$ cat config.mk
export PLATFORM = sky130hd
export DESIGN_NAME = rr_req_arbiter
export DESIGN_NICKNAME = d
export VERILOG_FILES = /design/src/rtl/arb_pkg.sv /design/src/rtl/onehot_dec2to4.sv /design/src/rtl/rr_req_arbiter.sv
export SDC_FILE = /design/constraint.sdc
export NUM_CORES = 1
export LEC_CHECK = 0
export ABC_AREA = 1
export CORE_ASPECT_RATIO = 1.1
export CORE_MARGIN = 2
export CORE_UTILIZATION = 35
export DETAILED_ROUTE_END_ITERATION = 8
export HOLD_SLACK_MARGIN = 0.03
export SYNTH_ARGS = -nofsm -noshare
export SYNTH_HDL_FRONTEND = slang
export SYNTH_SLANG_ARGS = --single-unit
$ cat constraint.sdc
create_clock -name clk -period 1.4 [get_ports clk]
set_clock_uncertainty 0.05 [all_clocks]
set_input_delay 0.21 -clock clk [delete_from_list [all_inputs] [get_ports clk]]
set_output_delay 0.21 -clock clk [all_outputs]
set_load 0.02 [all_outputs]
$ cat src/rtl/arb_pkg.sv
// Shared types and constants for the round-robin request arbiter.
// Holds the state encoding and the pointer rotation helper.
package arb_pkg;

  localparam int NUM_REQ = 4;
  localparam int IDX_W   = 2;

  typedef enum logic [1:0] {
    IDLE    = 2'd0,
    GRANT   = 2'd1,
    RELEASE = 2'd2
  } arb_state_t;

  // The index is exactly IDX_W bits wide, so 3 -> 0 wraps on its own.
  function automatic logic [IDX_W-1:0] next_idx(input logic [IDX_W-1:0] idx);
    return idx + 1'b1;
  endfunction

endpackage

$ cat src/rtl/onehot_dec2to4.sv
// Combinational 2-bit index to 4-bit one-hot decoder, MSB-first
// (index 0 drives bit 3). The output is all-zero while en is low.
module onehot_dec2to4 (
  input  logic [1:0] idx,
  input  logic       en,
  output logic [3:0] onehot
);

  always_comb begin
    // NOTE: assign a default first so no path leaves onehot unassigned (no latch).
    onehot = 4'b0000;
    if (en) begin
      case (idx)
        2'b00:   onehot = 4'b1000;
        2'b01:   onehot = 4'b0100;
        2'b10:   onehot = 4'b0010;
        default: onehot = 4'b0001;
      endcase
    end
  end

endmodule

$ cat src/rtl/rr_req_arbiter.sv
// Four-way round-robin arbiter with a registered grant index and one-hot decode.
// Define ARB_PREEMPT_EN to force release after HOLD_MAX cycles while others wait.
module rr_req_arbiter
  import arb_pkg::*;
#(
  parameter int HOLD_MAX = 8,
  parameter int CNT_W    = 8
) (
  input  logic                 clk,
  input  logic                 rst_n,
  input  logic [NUM_REQ-1:0]   req,
  output logic [NUM_REQ-1:0]   gnt,
  output logic [IDX_W-1:0]     gnt_idx,
  output logic                 gnt_valid,
  output logic                 busy
);

  if (HOLD_MAX < 2 || HOLD_MAX > 255 || (2 ** CNT_W) <= HOLD_MAX) begin : g_bad_cfg
    $error("rr_req_arbiter: HOLD_MAX must be 2..255 and fit in CNT_W bits");
  end

  arb_state_t          state;
  logic [IDX_W-1:0]    ptr;
  logic [NUM_REQ-1:0]  req_k;
  logic                pick_ok;
  logic [IDX_W-1:0]    pick_idx;
  logic                owner_req;

  // Requester k lives on req[NUM_REQ-1-k]; reorder so req_k[k] belongs to requester k.
  always_comb begin
    for (int k = 0; k < NUM_REQ; k++) begin
      req_k[k] = req[NUM_REQ-1-k];
    end
  end

  // Scan offsets from largest to smallest so the request closest to ptr wins.
  always_comb begin
    pick_ok  = 1'b0;
    pick_idx = ptr;
    for (int i = NUM_REQ - 1; i >= 0; i--) begin
      if (req_k[ptr + IDX_W'(i)]) begin
        pick_ok  = 1'b1;
        pick_idx = ptr + IDX_W'(i);
      end
    end
  end

  onehot_dec2to4 u_dec (
    .idx    (gnt_idx),
    .en     (gnt_valid),
    .onehot (gnt)
  );

  // gnt shares req's bit ordering, so masking with it isolates the owner.
  assign owner_req = |(req & gnt);

`ifdef ARB_PREEMPT_EN
  logic [CNT_W-1:0] hold_cnt;
  logic             others_req;

  assign others_req = |(req & ~gnt);
`endif

  always_ff @(posedge clk or negedge rst_n) begin
    if (!rst_n) begin
      state     <= IDLE;
      gnt_idx   <= '0;
      gnt_valid <= 1'b0;
      busy      <= 1'b0;
      ptr       <= '0;
`ifdef ARB_PREEMPT_EN
      hold_cnt  <= '0;
`endif
    end else begin
      // NOTE: non-blocking assignments so every register sees pre-edge values.
      case (state)
        IDLE: begin
          if (pick_ok) begin
            state     <= GRANT;
            gnt_idx   <= pick_idx;
            gnt_valid <= 1'b1;
            busy      <= 1'b1;
          end
        end
        GRANT: begin
          if (!owner_req) begin
            state     <= RELEASE;
            gnt_valid <= 1'b0;
          end
`ifdef ARB_PREEMPT_EN
          else if (hold_cnt == CNT_W'(HOLD_MAX - 1) && others_req) begin
            state     <= RELEASE;
            gnt_valid <= 1'b0;
          end else if (hold_cnt != {CNT_W{1'b1}}) begin
            hold_cnt <= hold_cnt + 1'b1;
          end
`endif
        end
        RELEASE: begin
          state <= IDLE;
          busy  <= 1'b0;
          ptr   <= next_idx(gnt_idx);
`ifdef ARB_PREEMPT_EN
          hold_cnt <= '0;
`endif
        end
        default: begin
          state     <= IDLE;
          gnt_valid <= 1'b0;
          busy      <= 1'b0;
        end
      endcase
    end
  end

endmodule

After elaboration in Yosys (flattened, before gate mapping):

Index checks and enable logic that the tools add are counted.

* register bits: 8
* latch bits: 0
* bits in writable memories: 0
* memory bits (read-only): 0
* output and inout bits: 8
* logic and storage cells: 54
* memories kept: 0

* $add $sub $neg: 4
* $mul: 0
* div/mod/pow operators: 0
* order comparisons: 4
* equality and inequality tests: 6
* shift operators: 0
* multiplexer cells: 25
* bitwise operators: 3
* reductions and logical operators: 7

Operators by type and width (number)
* $lt 2x3->1 const B: 4
* $mux 2: 6
* $pmux 4 s3: 1
* $mux 1: 10
* $bmux 1 s2: 4
* $reduce_and 2->1: 3
* $add 2x1->2 const B: 2
* $add 2x2->2 const B: 2
* $and 4x4->4: 1
* $eq 2x1->1 const B: 2
* $eq 2x2->1 const B: 2
* $logic_not 2->1: 2
* $mux 4: 1
* $ne 2x2->1 const B: 2
* $pmux 2 s2: 1
* $reduce_or 4->1: 1
* $pmux 1 s3: 1
* $reduce_and 3->1: 1
* $not 1->1: 2
* $pmux 1 s2: 1

Longest topological paths before layout:

Gate-level depths: netlist of the first run.

* word-level depth: 9
* depth in mapped cells: 12

Modules after synthesis:

Synthesis of the first run repeated with hierarchy kept, for this count alone.

* cells, all modules: 98
* area total of the unflattened synthesis: 608.1 µm²

By module, submodules not included
* rr_req_arbiter: instances 1, cells each 90, area an instance 578.1 µm², seq. area each 200.2 µm²
* onehot_dec2to4: instances 1, cells each 8, area an instance 30.0 µm², seq. area each 0.0 µm²

Worst setup path after synthesis of the first run:

Ideal clock, no wire load.

* path type: register -> register
* from: register gnt_idx[0]
* to: register gnt_valid
* library setup time: 0.118 ns
* data arrival time: 1.211 ns
* slack: 0.021 ns
* stages on the path, launching flop included: 9
* buffers on the path: 0
* clock period less this slack: 1.379 ns
* cells stage by stage: dfrtp_1 -> inv_1 -> ha_1 -> nand2_1 -> o22ai_1 -> nor2_1 -> o21ai_0 -> nand2_1 -> nand2_1

* cells in the longest elaborated chain, start to end: 7
* elaborated cells on any way between the ends: 9
* classes of those cells: 3 x eq/ne; 2 x mux; 1 x bitwise; 3 x reduce/logical

Ends and longest elaborated chain
* start, declared: line rr_req_arbiter.sv:13 `output logic [IDX_W-1:0] gnt_idx,`
* start signal, assigned: line rr_req_arbiter.sv:80 `gnt_idx <= pick_idx;`
* $eq 2x2->1, or another cell as far along: line onehot_dec2to4.sv:13 `case (idx)`
* $pmux 4 s3 *: line onehot_dec2to4.sv:13
* $mux 4 *: line onehot_dec2to4.sv:12 `if (en) begin`
* $and 4x4->4 *: line rr_req_arbiter.sv:55 `assign owner_req = |(req & gnt);`
* $reduce_or 4->1 *: line rr_req_arbiter.sv:55
* $ne 2x2->1 (no source line) *
* $reduce_and 3->1 (no source line) *
* end signal, assigned: line rr_req_arbiter.sv:68 `gnt_valid <= 1'b0;`
* end signal, assigned: line rr_req_arbiter.sv:81 `gnt_valid <= 1'b1;`
* end signal, assigned: line rr_req_arbiter.sv:88 `gnt_valid <= 1'b0;`
* end, declared: line rr_req_arbiter.sv:14 `output logic gnt_valid,`

Every way passes the cells marked *; elsewhere a longest branch is shown, timed or not.
A chain may end at the register's enable or synchronous reset.

Final worst setup path of the first run:

* from: register gnt_idx[0]
* to: output port gnt[2]

* cells in the longest elaborated chain, start to end: 3
* elaborated cells on any way between the ends: 5
* classes of those cells: 2 x eq/ne; 2 x mux; 1 x reduce/logical

Ends and longest elaborated chain
* $eq 2x2->1, or another cell as far along: line onehot_dec2to4.sv:13
* $pmux 4 s3 *: line onehot_dec2to4.sv:13
* $mux 4 *: line onehot_dec2to4.sv:12
* end, declared: line rr_req_arbiter.sv:12 `output logic [NUM_REQ-1:0] gnt,`

Marks and branches as above.

==> summary.txt, run 1 <==
Run status
  – Status: finished, violations left
  – Violated checks: negative setup slack

Power and ir drop
  – Pwr dens: 2610 nW/um2
  – Peak VDD IR: 1470 uV
  – LEAKAGE: 0.644 nW

Worst setup path
  – Critical path type: flip-flop to output pin
  – CP Data Arrival Time: 1.26 ns
  – Origin of the worst setup path: gnt_idx[0]$_DFFE_PN0P_
  – Reg2reg start: gnt_idx[0]$_DFFE_PN0P_
  – Slowest cell on crit path: dfrtp_1
  – Critical Path RT: 1.14 ns
  – R2R setup slack: -0.09 ns
  – Capture point of the worst path: gnt[2]
  – Critical path depth: 6
  – Reg2reg path depth: 9
  – Family with the most delay on the worst path: flip-flops
  – CP most frequent cell: buf_6
  – Max Fanout on Critical Path: 3
  – Worst Setup Start Kind: flip-flop
  – FF-to-FF End: state[1]$_DFFE_PN0P_
  – Crit end category: output pin
  – CP Buf/Inv Count: 4
  – Worst path cell trace: buf_6, buf_6, ha_4, nand2_4, inv_2, buf_6
  – Max incr delay on CP: 0.41 ns

Synth
  – Main synth FF type: dfrtp_1
  – Syn_nets: 111
  – Largest cells by area after synthesis: dfrtp_1, nand2_1, nand2_2
  – Register area share after synthesis: 0.301
  – Synth Area in Simple Gates: 0.436
  – Post-synthesis mux area share: 0
  – XOR/XNOR Fraction of Synth Area: 0
  – Distinct cells, synth: 18
  – Largest family of logic cells by synthesized area: simple AND/OR/NAND/NOR gates
  – Mapped Avg Cell Area: 6.59 um2
  – Synth top cells by count: nand2_1, inv_1, nand2_2
  – Synth Area in Adders: 0.0752
  – Leading area contributor after synthesis: dfrtp_1
  – EDFF count, synth: 0
  – Synth Area in Compound Gates: 0.0564
  – Mapped cell area: 666 um2
  – Cells after synthesis: 101
  – Synth top area share: 0.301
  – Ys Warns: 0
  – FFs w/ async S/R, synth: 1.00
  – Most frequent cell after synthesis: nand2_1
  – Synth Register Bits: 8

Global route
  – Largest net degree at the start of global routing: 9
  – First-pass GRT wire length: 3.21 mm
  – GRT Total Usage: 0.189
  – Number of global-route vias before repair: 799
  – Grt ovf: 0
  – Initial antenna violation count: 0

Clocking
  – # clock sinks: 8
  – # H-tree levels: 1
  – Root buffer cell: clkbuf_4
  – CTS Buffer Depth: 2
  – Hold buffer count at CTS: 0
  – Worst skew pair latency: 0.25 ns
  – Worst-path clk slew: 0.05 ns
  – TritonCTS buffer count: 3
  – CTS tree: done

Placement
  – Pre-CTS WS: -0.226 ns
  – Inst Count DP: 147
  – PortBufs: 13
  – Hpwl dp: 1.28 mm
  – Final RePlAce weighted congestion: 0.848

Timing
  – Fin worst setup slack: -0.123 ns
  – Hold Vio Cnt, Final: 0
  – Fmax: 656 MHz
  – Final Slew Violations: 0
  – Final setup fails: 10
  – Fin crit period: 1.52 ns
  – RSZ-0062 raised after global routing: true
  – Fin crit share: 1.09
  – Relative slew slack: 0.753
  – Tightest Pin Transition: 0.369 ns

Floorplanning
  – Initial Util: 0.374
  – Die Wd: 45.6 um
  – Die H: 49.7 um
  – Top Ports: 14
  – FP Rows: 16
  – Die area: 2270 um2
  – CORE AREA: 1780 um2

Drt
  – Detailed router's first-iteration violation count: 4
  – Drt wl/cell: 12.2 um
  – DRC errors left: 0
  – Routed Antenna Nets: 0
  – Final WL: 1.96 mm
  – Routed vias: 763
  – Detailed Routing Iterations Pass 1: 4
  – Via density: 4.74

Worst hold path
  – Min-Delay Path Class: input port to async pin

Cells and area
  – Share of layout cells above drive strength 1: 0.552
  – Fillers: 157
  – Share of the core filled with cells: 0.658
  – Area growth syn-to-layout: 76.1%
  – Post-Layout Cell Count: 161
  – Diodes inserted: 0
  – Final net count: 155

Job
  – Max-Cap Viols: 0
## through the flow
stage / hold slack [ns] / setup TNS, ns / cell area, um2 / total power [mW]
5_1_grt: 0.220 / -1.43 / 1170 / 3.32
2_1_floorplan: -0.136 / 0 / 666 / 1.58
6_report: 0.195 / -0.633 / 1170 / 3.06
4_1_cts: 0.193 / -0.634 / 1080 / 2.77
3_5_place_dp: 0.462 / -1.84 / 927 / 2.26
3_3_place_gp: 0.459 / -1.81 / 927 / 2.25
## cell usage in the layout (no fill, tap or decap)
cell type	instances
nand4_1	1
nor2_1	4
dfrtp_2	4
ha_1	1
inv_1	11
inv_2	7
nand3_2	4
o22ai_4	2
clkdlybuf4s50_1	5
nor3_2	1
clkbuf_4	3
clkinv_4	1
dlygate4sd2_1	2
dfrtp_1	4
ha_4	2
buf_6	8
ha_2	1
a21oi_1	1
o21ai_0	2
nand3_1	5
nand2_2	11
nand2_4	8
nand2_1	26
buf_2	3
o21ai_1	2
buf_4	22
nor2_2	2
## worst min-delay path by stage
stage	end	slack [ns]	cells after the start
after floorplan	busy$_DFFE_PN0P_	-0.14	0
after global placement	busy$_DFFE_PN0P_	0.46	1
after detailed placement	state[0]$_DFFE_PN0P_	0.46	1
after CTS	state[0]$_DFFE_PN0P_	0.19	1
after global routing	gnt_idx[0]$_DFFE_PN0P_	0.22	1
final	state[0]$_DFFE_PN0P_	0.19	1
## cells by family (layout without fill, tap and decap cells)
kind of cell	count (synthesis)	count (layout)
AO/OA/AOI/OAI	7	7
flip-flops	8	8
adder cells (fa/ha/maj)	4	4
buffers and inverters	20	62
AND/OR/NAND/NOR	62	62
## routing by layer
| metal | vias to the layer above | GRT usage | wire (um) |
|---|---|---|---|
| met1 | 357 | 0.232 | 856 |
| met3 | 0 | 0.0110 | 32 |
| li1 | 397 | - | - |
| met5 | - | 0 | 0 |
| met2 | 9 | 0.338 | 1070 |
| met4 | 0 | 0.0588 | 0 |
## report_power, final
group	switching (mW)	internal, mW
logic	1.24	1.11
registers	0.176	0.362
clock network	0.0696	0.0975
## registers in the layout, indices dropped and copies added (netlist names)
signal     cells
busy           1
gnt_idx        2
gnt_valid      1
ptr            2
state          2
## final cells by class
class	instances	area, um2	share of cell area
clock buffer	3	22.5	0.0192
tap	18	22.5	0.0192
timing repair buffer	40	338	0.288
inverter	19	76.3	0.0651
multi-input combinational	73	508	0.433
sequential	8	205	0.175
## repair_timing
| action | CTS | global route |
|---|---|---|
| pin swaps | 9 | 13 |
| buffers inserted | 5 | 6 |
| setup endpoints to repair | 14 | 10 |
| gates resized for setup | 59 | 18 |
No activity file was read; power rests on OpenSTA's default activity.
==> run 2, diff against run 1 <==
--- a/config.mk
+++ b/config.mk
@@ -9,6 +9,7 @@
 export CORE_ASPECT_RATIO = 1.1
 export CORE_MARGIN = 2
 export CORE_UTILIZATION = 35
+export CTS_BUF_LIST = sky130_fd_sc_hd__clkbuf_8
 export DETAILED_ROUTE_END_ITERATION = 8
 export HOLD_SLACK_MARGIN = 0.03
 export SYNTH_ARGS = -nofsm -noshare
==> constraint.sdc (replaced) <==
create_clock -name clk -period 1.5 [get_ports clk]
set_clock_uncertainty 0.05 [all_clocks]
set_input_delay 0.225 -clock clk [delete_from_list [all_inputs] [get_ports clk]]
set_output_delay 0.225 -clock clk [all_outputs]
set_load 0.02 [all_outputs]
==> run 2 against run 1 <==
The flow now finishes without violations. Design area fell by 15%. Setup slack improved by 0.17 ns. Die area did not move. Global-route usage fell by 3.0 points. Critical path type is now input port to flip-flop. Critical endpoint is now gnt_idx[0]$_DFFE_PN0P_.
==> summary.txt, run 2 (same netlist as run 1, synthesis figures left out) <==
Run status
  – Status: finished, final reports clean

Floorplanning
  – CORE AREA: 1780 um2
  – Die area: 2270 um2
  – FP Rows: 16
  – Die H: 49.7 um
  – Die Wd: 45.6 um
  – Top Ports: 14
  – Initial Util: 0.374

Global route
  – Largest net degree at the start of global routing: 9
  – Grt ovf: 0
  – Number of global-route vias before repair: 675
  – Initial antenna violation count: 0
  – First-pass GRT wire length: 2.73 mm
  – GRT Total Usage: 0.159

Cells and area
  – Share of layout cells above drive strength 1: 0.406
  – Final net count: 145
  – Largest regs: gnt_idx x2, ptr x2, state x2
  – Diodes inserted: 0
  – Area growth syn-to-layout: 50.6%
  – Most common cell after layout, fill and taps aside: nand2_1
  – Share of the core filled with cells: 0.563
  – Commonest non-fill, non-tap cells in the layout: nand2_1, buf_4, inv_1

Worst setup path
  – Critical Path RT: 1.56 ns
  – Crit end category: flip-flop
  – CP Data Arrival Time: 1.51 ns
  – CP Buf/Inv Count: 3
  – Slowest cell on crit path: clkdlybuf4s50_1
  – Worst Setup Start Kind: input port
  – Worst path cell trace: clkdlybuf4s50_1, inv_1, nand2_1, nand3_1, nand2_1, nor2_1, nand2_2, nand2_4, inv_2, nand3_2, nand2_1
  – Family with the most delay on the worst path: simple AND/OR/NAND/NOR gates
  – Max Fanout on Critical Path: 6
  – CP most frequent cell: nand2_1
  – Critical path type: input port to flip-flop
  – Max incr delay on CP: 0.44 ns

Timing
  – Fin worst setup slack: 0.0495 ns
  – Fmax: 689 MHz
  – Tightest Pin Transition: 0.366 ns
  – RSZ-0062 raised after global routing: true
  – Final Slew Violations: 0
  – Hold_ws: 0.229 ns
  – Final setup fails: 0
  – Hold Vio Cnt, Final: 0
  – Fin crit period: 1.45 ns
  – Fin crit share: 0.967
  – Setup tns final: 0 ns
  – Relative slew slack: 0.755

Drt
  – Drt wl/cell: 10.7 um
  – Detailed router's first-iteration violation count: 11
  – Via density: 4.63
  – Detailed Routing Iterations Pass 1: 5
  – Final WL: 1.62 mm
  – DRC errors left: 0
  – Routed Antenna Nets: 0
  – Routed vias: 699

Power and ir drop
  – Pwr dens: 2420 nW/um2
  – Peak VDD IR: 1190 uV
  – LEAKAGE: 0.571 nW

Worst hold path
  – Min-Delay Path Class: input port to async pin

Placement
  – PortBufs: 13
  – Hpwl dp: 1.24 mm
  – Pre-CTS WS: -0.145 ns
  – Final RePlAce weighted congestion: 0.837

Clocking
  – Worst skew pair latency: 0.23 ns
  – CTS tree: done
  – # clock sinks: 8
  – Worst-path clk slew: 0.04 ns
  – Root buffer cell: clkbuf_8
  – CTS Buffer Depth: 2
  – # H-tree levels: 1
  – Hold buffer count at CTS: 0
  – TritonCTS buffer count: 3

Job
  – Max-Cap Viols: 0
[run 2: cell types whose count changed in the layout (fill, tap and decap cells not counted), sizes merged]
cell,previous run,this run
buf,33,21
dlymetal6s2s,0,1
inv,18,19
clkinv,1,0
clkbuf,3,4
[run 2: cell type report]
| cell class | instances | area, um2 |
|---|---|---|
| sequential | 8 | 203 |
| timing repair buffer | 30 | 239 |
| inverter | 19 | 76.3 |
| fill | 176 | 779 |
| clock buffer | 3 | 41.3 |
| multi-input combinational | 73 | 420 |
| tap | 18 | 22.5 |
[run 2: report_power, final]
part	internal [mW]	switching, mW	total (mW)
Sequential	0.333	0.160	0.493
Combinational	0.742	0.931	1.67
Clock	0.174	0.0821	0.256
[run 2: path summary, 6_finish.rpt]
kind	startpoint	to	slack, ns	cells past startpoint
min in group clk	busy$_DFFE_PN0P_	busy$_DFFE_PN0P_	0.48	2
min	rst_n	busy$_DFFE_PN0P_	0.23	1
min reg2reg	busy$_DFFE_PN0P_	busy$_DFFE_PN0P_	0.48	2
max reg2reg	gnt_idx[1]$_DFFE_PN0P_	gnt_valid$_DFFE_PN0P_	0.05	9
max	req[0]	gnt_idx[0]$_DFFE_PN0P_	0.05	11
max in group asynchronous	rst_n	ptr[0]$_DFFE_PN0N_	0.89	1
[run 2: repair_timing]
item	in CTS	in global routing
setup endpoints to repair	10	9
hold endpoints to repair	0	0
buffers inserted	1	0
gates resized for setup	21	18
pin swaps	0	5
[run 2: routing by layer]
layer / share of wire / vias up / global-route usage / wire length, um
li1: - / 374 / - / -
met1: 0.47 / 314 / 0.216 / 763
met2: 0.50 / 11 / 0.261 / 809
met3: 0.030 / 0 / 0.0256 / 48
met4: 0 / 0 / 0.0294 / 0
met5: 0 / - / 0 / 0
[run 2: through the flow]
| step | instances | power (mW) | area, um2 |
|---|---|---|---|
| 2_1_floorplan | 101 | 1.48 | 666 |
| 3_3_place_gp | 147 | 2.10 | 927 |
| 3_5_place_dp | 147 | 2.11 | 927 |
| 4_1_cts | 151 | 2.35 | 972 |
| 5_1_grt | 151 | 2.66 | 1000 |
| 6_report | 151 | 2.42 | 1000 |
==> run 3, diff against run 2 <==
--- a/config.mk
+++ b/config.mk
@@ -7,7 +7,6 @@
 export LEC_CHECK = 0
 export ABC_AREA = 1
 export CORE_ASPECT_RATIO = 1.1
-export CORE_MARGIN = 2
 export CORE_UTILIZATION = 35
 export CTS_BUF_LIST = sky130_fd_sc_hd__clkbuf_8
 export DETAILED_ROUTE_END_ITERATION = 8
==> run 3 against run 2 <==
The run now ends with design-rule violations, negative setup slack left. Utilization grew 0.91 points. Die area shrank 8.2%. Wire length grew 6.7%. Critical path type is now flip-flop to flip-flop. Critical endpoint unchanged.
==> summary.txt, run 3 (same netlist as run 1, synthesis figures left out) <==
Drt
  – DRC errors left: 1
  – Routed Antenna Nets: 0
  – Detailed Routing Iterations Pass 1: 7
  – Drt wl/cell: 11.2 um
  – Final WL: 1.73 mm
  – Detailed router's first-iteration violation count: 12
  – Routed vias: 702
  – Via density: 4.56

Clocking
  – Root buffer cell: clkbuf_8
  – Worst skew pair latency: 0.22 ns
  – Hold buffer count at CTS: 0
  – CTS Buffer Depth: 2
  – CTS tree: done
  – # H-tree levels: 1
  – TritonCTS buffer count: 3
  – Worst-path clk slew: 0.04 ns
  – # clock sinks: 8

Timing
  – Fin crit share: 1.00
  – Fin crit period: 1.50 ns
  – Tightest Pin Transition: 0.377 ns
  – RSZ-0062 raised after global routing: true
  – Fin worst setup slack: -0.000175 ns
  – Relative slew slack: 0.748
  – Hold Vio Cnt, Final: 0
  – Final Slew Violations: 0
  – Fmax: 667 MHz
  – Final setup fails: 1

Worst setup path
  – Worst Setup Start Kind: flip-flop
  – Critical path type: flip-flop to flip-flop
  – CP Data Arrival Time: 1.56 ns
  – Crit end category: flip-flop
  – Reg2reg path depth: 11
  – Max Fanout on Critical Path: 8
  – Critical Path RT: 1.56 ns

Cells and area
  – Post-Layout Cell Count: 154
  – Largest regs: gnt_idx x2, ptr x2, state x2
  – Final net count: 148
  – Register area: 201 um2
  – Most common cell after layout, fill and taps aside: nand2_1
  – Share of layout cells above drive strength 1: 0.397
  – Diodes inserted: 0
  – Area of the multi-input gates: 415 um2
  – Commonest non-fill, non-tap cells in the layout: nand2_1, buf_4, inv_1, nand2_2, nand3_1
  – Fillers: 176
  – Area growth syn-to-layout: 53.0%

Placement
  – Inst Count DP: 147
  – Final RePlAce weighted congestion: 0.810
  – Hpwl dp: 1.24 mm
  – PortBufs: 13

Global route
  – Largest net degree at the start of global routing: 9
  – GRT Total Usage: 0.179
  – First-pass GRT wire length: 2.69 mm
  – Number of global-route vias before repair: 665
  – M1 GR Usage: 0.203
  – Initial antenna violation count: 0
  – Grt met3 use: 0.0340
  – Grt ovf: 0
  – Met2 Track Usage GR: 0.328
  – Most Crowded Layer GR: met2

Floorplanning
  – Die Wd: 43.6 um
  – Top Ports: 14
  – Initial Util: 0.374
  – CORE AREA: 1780 um2
  – Die area: 2080 um2
  – FP Rows: 16
  – Die H: 47.7 um

Worst hold path
  – Min-Delay Path Class: input port to async pin

Run status
  – Violated checks: design-rule violations, negative setup slack
  – Status: finished, violations left

Power and ir drop
  – Pwr dens: 2440 nW/um2
  – Peak VDD IR: 1140 uV
  – Final Power: 2.48 mW
  – LEAKAGE: 0.597 nW

Job
  – Max-Cap Viols: 0
==> run 3: cell count changes in the layout (fill, tap and decap cells not counted), sizes merged <==
cell,delta
buf,+3
clkbuf,-1
clkdlybuf4s15,+2
clkinv,+1
dlygate4sd2,-1
inv,-1
==> run 3: final timing paths <==
path	start	endpoint	slack, ns
hold / removal	rst_n	busy$_DFFE_PN0P_	0.24
setup reg to reg	ptr[0]$_DFFE_PN0N_	gnt_idx[0]$_DFFE_PN0P_	-0.0002
min in group clk	busy$_DFFE_PN0P_	busy$_DFFE_PN0P_	0.49
hold reg to reg	busy$_DFFE_PN0P_	busy$_DFFE_PN0P_	0.49
max in group asynchronous	rst_n	ptr[0]$_DFFE_PN0N_	0.87
setup / recovery	ptr[0]$_DFFE_PN0N_	gnt_idx[0]$_DFFE_PN0P_	-0.0002
==> run 3: what timing repair did <==
item / in CTS / in global routing
gates resized for setup: 21 / 15
setup endpoints to repair: 11 / 8
setup buffers: 1 / 3
pin swaps: 0 / 7
==> run 3: metrics by stage <==
step	hold WS [ns]	worst slack [ns]	TNS, ns	area (um2)	util
detailed placement	0.480	-0.154	-1.03	927	0.520
finish	0.236	-0.000175	-0.000175	1020	0.572
CTS	0.242	0.0229	0	972	0.546
floorplan	-0.121	0.121	0	666	-
global route	0.263	-0.0857	-0.206	1020	0.572
global placement	0.477	-0.144	-0.962	927	0.520
==> run 3: worst max-delay path: stages, from the launching register on <==
cell      delay, ns
dfrtp_2        0.46
clkinv_4       0.13
nand2_2        0.08
nand2_2        0.07
nand2_2        0.08
nand2_2        0.07
nor2_2         0.12
nand2_2        0.08
nand2_4        0.09
inv_2          0.05
nand3_2        0.06
nand2_1        0.05
==> run 3: layout make-up <==
type,instances,share of cell area
flip-flops and latches,8,0.198
well taps,18,0.0221
repair buffers,33,0.257
clock buffers,3,0.0405
inverters,19,0.0749
multi-input cells,73,0.408
==> run 3: where the power goes <==
| part | leakage, nW | switching [mW] | internal, mW |
|---|---|---|---|
| registers | 0.0927 | 0.150 | 0.330 |
| clock network | 0.0216 | 0.0816 | 0.174 |
| logic | 0.483 | 0.976 | 0.774 |
| total | 0.597 | 1.21 | 1.28 |
==> run 3: layer usage <==
metal	routed length, um	up-vias
met4	27	0
met3	63	4
met5	0	-
met1	774	308
li1	-	377
met2	864	13
